[src/rtl/uart_pkg.sv]
// Shared UART package: FSM state encoding and default timing constants,
// used by the receive deframer and the transmitter.
package uart_pkg;

  localparam int OVERSAMPLE        = 16;
  localparam int START_MID         = 7;
  localparam int TICK_BITS         = $clog2(OVERSAMPLE);
  localparam int DEFAULT_BAUD_DIV  = 651;
  localparam int DEFAULT_DIV_BITS  = 10;
  localparam int DEFAULT_DATA_BITS = 8;
  localparam int DEFAULT_SB_TICK   = 16;

  typedef enum logic [2:0] {
    ST_IDLE   = 3'd0,
    ST_START  = 3'd1,
    ST_DATA   = 3'd2,
    ST_PARITY = 3'd3,
    ST_STOP   = 3'd4
  } uart_state_e;

endpackage

[src/rtl/uart_baud_tick.sv]
// Free-running baud divider: o_tick is high for one clock at the terminal
// count of a 0..BAUD_DIV-1 counter (one oversample tick).
module uart_baud_tick
  import uart_pkg::*;
#(
  parameter int BAUD_DIV = DEFAULT_BAUD_DIV,
  parameter int DIV_BITS = DEFAULT_DIV_BITS
) (
  input  logic i_clock,
  input  logic i_reset,
  output logic o_tick
);

  logic [DIV_BITS-1:0] cnt_q, cnt_d;
  logic                terminal;

  always_comb begin
    terminal = (cnt_q == DIV_BITS'(BAUD_DIV - 1));
    cnt_d    = terminal ? '0 : cnt_q + 1'b1;
  end

  always_ff @(posedge i_clock or negedge i_reset) begin
    if (!i_reset) cnt_q <= '0;
    else          cnt_q <= cnt_d;
  end

  assign o_tick = terminal;

endmodule

[src/rtl/uart_rx_deframer.sv]
// 8N1 UART receiver with 16x oversampling, done/framing-error strobes.
// Define UART_RX_PARITY_EN to add one even-parity bit and o_parity_err.
module uart_rx_deframer
  import uart_pkg::*;
#(
  parameter int DATA_BITS = DEFAULT_DATA_BITS,
  parameter int SB_TICK   = DEFAULT_SB_TICK,
  parameter int BAUD_DIV  = DEFAULT_BAUD_DIV,
  parameter int DIV_BITS  = DEFAULT_DIV_BITS
) (
  input  logic                 i_clock,
  input  logic                 i_reset,
  input  logic                 i_rx,
  output logic [DATA_BITS-1:0] o_data,
  output logic                 o_rx_done,
  output logic                 o_frame_err,
  output logic                 o_parity_err,
  output logic                 o_busy
);

  localparam int N_BITS = $clog2(DATA_BITS + 1);
  localparam logic [TICK_BITS-1:0] S_MID  = TICK_BITS'(START_MID);
  localparam logic [TICK_BITS-1:0] S_LAST = TICK_BITS'(OVERSAMPLE - 1);
  localparam logic [TICK_BITS-1:0] S_STOP = TICK_BITS'(SB_TICK - 1);
  localparam logic [N_BITS-1:0]    N_LAST = N_BITS'(DATA_BITS - 1);

  uart_state_e          state_q, state_d;
  logic                 rx_meta_q, rx_meta_d, rx_s_q, rx_s_d;
  logic [TICK_BITS-1:0] s_q, s_d;
  logic [N_BITS-1:0]    n_q, n_d;
  logic [DATA_BITS-1:0] shreg_q, shreg_d, data_q, data_d;
  logic                 done_q, done_d, ferr_q, ferr_d;
  logic                 tick;
  logic                 parity_bad;

  uart_baud_tick #(
    .BAUD_DIV (BAUD_DIV),
    .DIV_BITS (DIV_BITS)
  ) u_baud_tick (
    .i_clock (i_clock),
    .i_reset (i_reset),
    .o_tick  (tick)
  );

  always_comb begin
    rx_meta_d = i_rx;
    rx_s_d    = rx_meta_q;
  end

  always_ff @(posedge i_clock or negedge i_reset) begin
    if (!i_reset) begin
      rx_meta_q <= 1'b1;
      rx_s_q    <= 1'b1;
    end else begin
      rx_meta_q <= rx_meta_d;
      rx_s_q    <= rx_s_d;
    end
  end

  always_ff @(posedge i_clock or negedge i_reset) begin
    if (!i_reset) state_q <= ST_IDLE;
    else          state_q <= state_d;
  end

  always_comb begin
    state_d = state_q;
    case (state_q)
      ST_IDLE:  if (!rx_s_q) state_d = ST_START;
      ST_START: if (tick && s_q == S_MID) state_d = rx_s_q ? ST_IDLE : ST_DATA;
      ST_DATA: begin
        if (tick && s_q == S_LAST && n_q == N_LAST) begin
`ifdef UART_RX_PARITY_EN
          state_d = ST_PARITY;
`else
          state_d = ST_STOP;
`endif
        end
      end
`ifdef UART_RX_PARITY_EN
      ST_PARITY: if (tick && s_q == S_LAST) state_d = ST_STOP;
`endif
      ST_STOP:  if (tick && s_q == S_STOP) state_d = ST_IDLE;
      default:  state_d = ST_IDLE;
    endcase
  end

`ifdef UART_RX_PARITY_EN
  logic perr_pend_q, perr_pend_d, perr_q, perr_d;

  // Mismatch is remembered until the stop sample so it can gate o_rx_done.
  always_comb begin
    perr_pend_d = perr_pend_q;
    perr_d      = 1'b0;
    if (state_q == ST_IDLE) perr_pend_d = 1'b0;
    if (state_q == ST_PARITY && tick && s_q == S_LAST)
      perr_pend_d = rx_s_q ^ (^shreg_q);
    if (state_q == ST_STOP && tick && s_q == S_STOP)
      perr_d = perr_pend_q;
  end

  always_ff @(posedge i_clock or negedge i_reset) begin
    if (!i_reset) begin
      perr_pend_q <= 1'b0;
      perr_q      <= 1'b0;
    end else begin
      perr_pend_q <= perr_pend_d;
      perr_q      <= perr_d;
    end
  end

  assign parity_bad   = perr_pend_q;
  assign o_parity_err = perr_q;
`else
  assign parity_bad   = 1'b0;
  assign o_parity_err = 1'b0;
`endif

  always_comb begin
    s_d     = s_q;
    n_d     = n_q;
    shreg_d = shreg_q;
    data_d  = data_q;
    done_d  = 1'b0;
    ferr_d  = 1'b0;
    case (state_q)
      ST_IDLE: s_d = '0;
      ST_START: begin
        if (tick) begin
          if (s_q == S_MID) begin
            s_d = '0;
            n_d = '0;
          end else begin
            s_d = s_q + 1'b1;
          end
        end
      end
      ST_DATA: begin
        if (tick) begin
          if (s_q == S_LAST) begin
            s_d     = '0;
            n_d     = n_q + 1'b1;
            shreg_d = {rx_s_q, shreg_q[DATA_BITS-1:1]};
          end else begin
            s_d = s_q + 1'b1;
          end
        end
      end
      ST_PARITY: begin
        if (tick) s_d = (s_q == S_LAST) ? '0 : s_q + 1'b1;
      end
      ST_STOP: begin
        if (tick) begin
          if (s_q == S_STOP) begin
            s_d    = '0;
            ferr_d = ~rx_s_q;
            if (rx_s_q && !parity_bad) begin
              data_d = shreg_q;
              done_d = 1'b1;
            end
          end else begin
            s_d = s_q + 1'b1;
          end
        end
      end
      default: s_d = '0;
    endcase
  end

  always_ff @(posedge i_clock or negedge i_reset) begin
    if (!i_reset) begin
      s_q     <= '0;
      n_q     <= '0;
      shreg_q <= '0;
      data_q  <= '0;
      done_q  <= 1'b0;
      ferr_q  <= 1'b0;
    end else begin
      s_q     <= s_d;
      n_q     <= n_d;
      shreg_q <= shreg_d;
      data_q  <= data_d;
      done_q  <= done_d;
      ferr_q  <= ferr_d;
    end
  end

  always_comb begin
    o_busy      = (state_q != ST_IDLE);
    o_data      = data_q;
    o_rx_done   = done_q;
    o_frame_err = ferr_q;
  end

endmodule

[config.mk]
export PLATFORM = sky130hd
export DESIGN_NAME = uart_rx_deframer
export DESIGN_NICKNAME = d
export VERILOG_FILES = /design/src/rtl/uart_pkg.sv /design/src/rtl/uart_baud_tick.sv /design/src/rtl/uart_rx_deframer.sv
export SDC_FILE = /design/constraint.sdc
export NUM_CORES = 1
export LEC_CHECK = 0
export CAP_MARGIN = 20
export CORE_ASPECT_RATIO = 1.75
export CORE_UTILIZATION = 40
export CTS_CLUSTER_DIAMETER = 50
export CTS_CLUSTER_SIZE = 14
export DETAILED_ROUTE_END_ITERATION = 10
export PLACE_DENSITY = 0.65
export REMOVE_ABC_BUFFERS = 1
export SYNTH_ARGS = -nofsm -noshare
export SYNTH_HDL_FRONTEND = slang
export SYNTH_SLANG_ARGS = --single-unit
[constraint.sdc]
create_clock -name i_clock -period 3.1 [get_ports i_clock]
set_clock_uncertainty 0.1 [all_clocks]
set_input_delay 0.93 -clock i_clock [delete_from_list [all_inputs] [get_ports i_clock]]
set_output_delay 0.93 -clock i_clock [all_outputs]
set_load 0.01 [all_outputs]
==> impl_results.md, run 1 <==
* Post-CTS Repair Setup Buffers at 0
* Sequential element share of the synthesized area at 0.551
* Most frequent standard cell in the layout excluding fill and tap cells: sky130_fd_sc_hd__dfrtp_1
* Final-stage net count at 187
* Gate Count Post-Synth at 161
* Portion of synthesized cell area occupied by the leading cell type at 0.522
* Layout cell share with drive strength beyond 1 at 0.188
* Pwr dens at 444 mW/mm^2
* Leading post-synthesis cells by cell area: sky130_fd_sc_hd__dfrtp_1 (52%), sky130_fd_sc_hd__mux2_2 (10%), sky130_fd_sc_hd__dfstp_2 (2.8%)
* Drt drc at 0
* Post-synthesis area per instance at 11.6 sq um
* Max_slew headroom at 0.415
* Post-DP HPWL at 2590 um
* Post-cts repair resize count at 0
* Met2 Resource Use GR at 0.293
* Global-route met1 utilization at 0.164
* Leakage component of the power at 0.994 nW
* Routed wire length per instance at 14.8 um
* Commonest cells after routing, fill and taps aside: sky130_fd_sc_hd__dfrtp_1 (39), sky130_fd_sc_hd__mux2_2 (17), sky130_fd_sc_hd__nand2_1 (14), sky130_fd_sc_hd__nor2_1 (13), sky130_fd_sc_hd__clkdlybuf4s50_1 (12)
* Maximum number of pins on one net before global-route repair at 42
* Most congested layer reported by global routing: met2
* CTS Buffer Depth at 2
* Final min period at 2680 ps
* Netlist Area Pre-Place at 0.00187 sq mm
* Data required time at the worst endpoint at 2070 ps
* Setup-failing EPs final at 0
* Number of synthesized flops with an enable pin at 0
* Outcome: finished clean
* Source-to-sink clock delay at the later pin of the worst-skew pair at 280 ps
* DR vias at 1262
* Most used DFF post-synth: sky130_fd_sc_hd__dfrtp_1
* CORE AREA at 0.00444 sq mm
* I/O pins at 15
* Area enclosed by the die boundary at 0.00496 sq mm
* Initial antenna violation count at 0
* Post-synth ARST share at 1.00
* Clock transition at the register clock pins on the worst setup and hold paths after CTS at 70 ps
* Hold bufs inserted after CTS at 0
* TNS Setup at 0 ps
* Die Y-Extent at 92.4 um
* TritonCTS clock tree: built
* Sinks on Clock Net at 41
* Root Driver: sky130_fd_sc_hd__clkbuf_8
* Unrepaired setup endpoints after global routing: false
* Post-synth top area cell: sky130_fd_sc_hd__dfrtp_1
* Hold Fails Final Rpt at 0
* Fill cell total of the finished layout at 392
* Util after Layout at 0.488
* Antenna Cells at 0
* Number of optimization iterations in the first detailed-route pass at 4
* Seq cells post-synth at 41
* Clock buffer count from CTS at 5
* CP max FO at 9
* Setup CP Type: reg -> out
* Area growth from synthesis to final layout at 16.1%
* Maximum resistive drop on vdd at 0.000449 V
* Number of DRC violations after detailed-routing iteration 0 at 21
* Die width at 53.7 um
* GRT Util Overall at 0.161
* Met3 GRT Util at 0.0361
* Mean number of vias per cell at 5.44
* Critical Path End Type: output port
* Residual antenna-violating net count after detailed routing at 0
* Remaining global-route overflow at 0
* Number of max-capacitance violations reported at 0
* Final slew viol count at 0
* Warnings, synthesis at 0
* Routed WL at 3450 um
* Maximum clock rate at 373 MHz
* Data arrival time of the worst path at 1650 ps
* Worst-Margin Slew at 877 ps
* Number of input and output port buffers inserted at 13
* Area of the multi-input gates at 802 sq um
* Footprint of the flip-flops and latches at 0.00103 sq mm
* Worst min-delay path class: reg -> reg
* Number of distinct library cell variants in the gate-level netlist after synthesis at 37
* Wire length of the first global-routing pass at 5820 um
* Element type at the critical path start: flip-flop
* Share of the clock period used by the worst path at 0.865
* Starting density of the core at 0.420
* Final weighted congestion in routability-driven placement at 0.779
* Row count at 32
* Vias in the first global route at 1329
* Total number of H-tree levels at 2
## critical path, cell delays in order (launching register included)
cell and delay, ps:
sky130_fd_sc_hd__dfrtp_1 470, sky130_fd_sc_hd__or3_1 400, sky130_fd_sc_hd__clkdlybuf4s50_1 500
## Yosys cell counts, drive strengths merged (4+ instances only)
library cell / count
and3: 4
dfrtp: 39
ha: 4
inv: 5
mux2: 17
nand2: 14
nand3: 9
nor2: 13
xnor2: 6
## power by group
part	switching [mW]	internal [mW]
combinational	0.0114	0.00169
sequential	0.000801	0.537
clock	0.174	0.239
total	0.186	0.777
## path summary, 6_finish.rpt
check	start	end	slack [ps]	cells past startpoint
worst min register to register	rx_meta_q$_DFF_PN1_	rx_s_q$_DFF_PN1_	260	0
worst max-delay path	state_q[0]$_DFFE_PN0P_	o_busy	420	2
worst min-delay path	rx_meta_q$_DFF_PN1_	rx_s_q$_DFF_PN1_	260	0
max in group asynchronous	i_reset	u_baud_tick.cnt_q[4]$_DFF_PN0_	1690	1
worst max register to register	u_baud_tick.cnt_q[5]$_DFF_PN0_	o_data[0]$_DFFE_PN0P_	520	4
min in group asynchronous	i_reset	u_baud_tick.cnt_q[6]$_DFF_PN0_	660	1
## through the flow
step / hold WS, ps / power [mW] / area (sq um) / setup WS, ps / instances
2_1_floorplan: 245 / 0.549 / 1850 / 701 / 157
3_3_place_gp: 247 / 0.561 / 2060 / 566 / 224
3_5_place_dp: 249 / 0.562 / 2060 / 485 / 224
4_1_cts: 260 / 0.975 / 2170 / 408 / 232
5_1_grt: 267 / 1.00 / 2170 / 366 / 232
6_report: 259 / 0.964 / 2170 / 417 / 232
## kinds of logic after synthesis
logic type | share of synthesized area
xor+xnor | 0.0422
compound gates | 0.0563
buf+inv | 0.0201
other cells | 0.00201
mux | 0.119
fa+ha+maj | 0.0268
flops | 0.551
simple gates | 0.184
## layout make-up
cell class                      instances  area share
Timing Repair Buffer                   16      0.0681
Tap cell                               51      0.0294
Sequential cell                        41       0.474
Clock buffer                            6      0.0335
Multi-Input combinational cell        111       0.370
Inverter                                5     0.00866
Clock inverter                          2      0.0162
## flip-flops by register name, summed over array words and instances (netlist names)
| signal | flops |
|---|---|
| n_q | 4 |
| o_data | 8 |
| o_frame_err | 1 |
| o_rx_done | 1 |
| rx_meta_q | 1 |
| rx_s_q | 1 |
| s_q | 4 |
| shreg_q | 8 |
| state_q | 3 |
| u_baud_tick.cnt_q | 10 |
## metal layers
metal  routed length [um]  vias up  share of wire
met1                 1260      619           0.37
met5                    0        -              0
met3                  119       10          0.035
met4                   93        0          0.027
li1                     -      603              -
met2                 1970       30           0.57
Note: power is estimated with default switching activity, not from simulation.
==> run 2, diff against run 1 <==
ABC_AREA = 0   (was default)
==> results of run 2 <==
Final layout, timing and power as in run 1 (identical DEF).
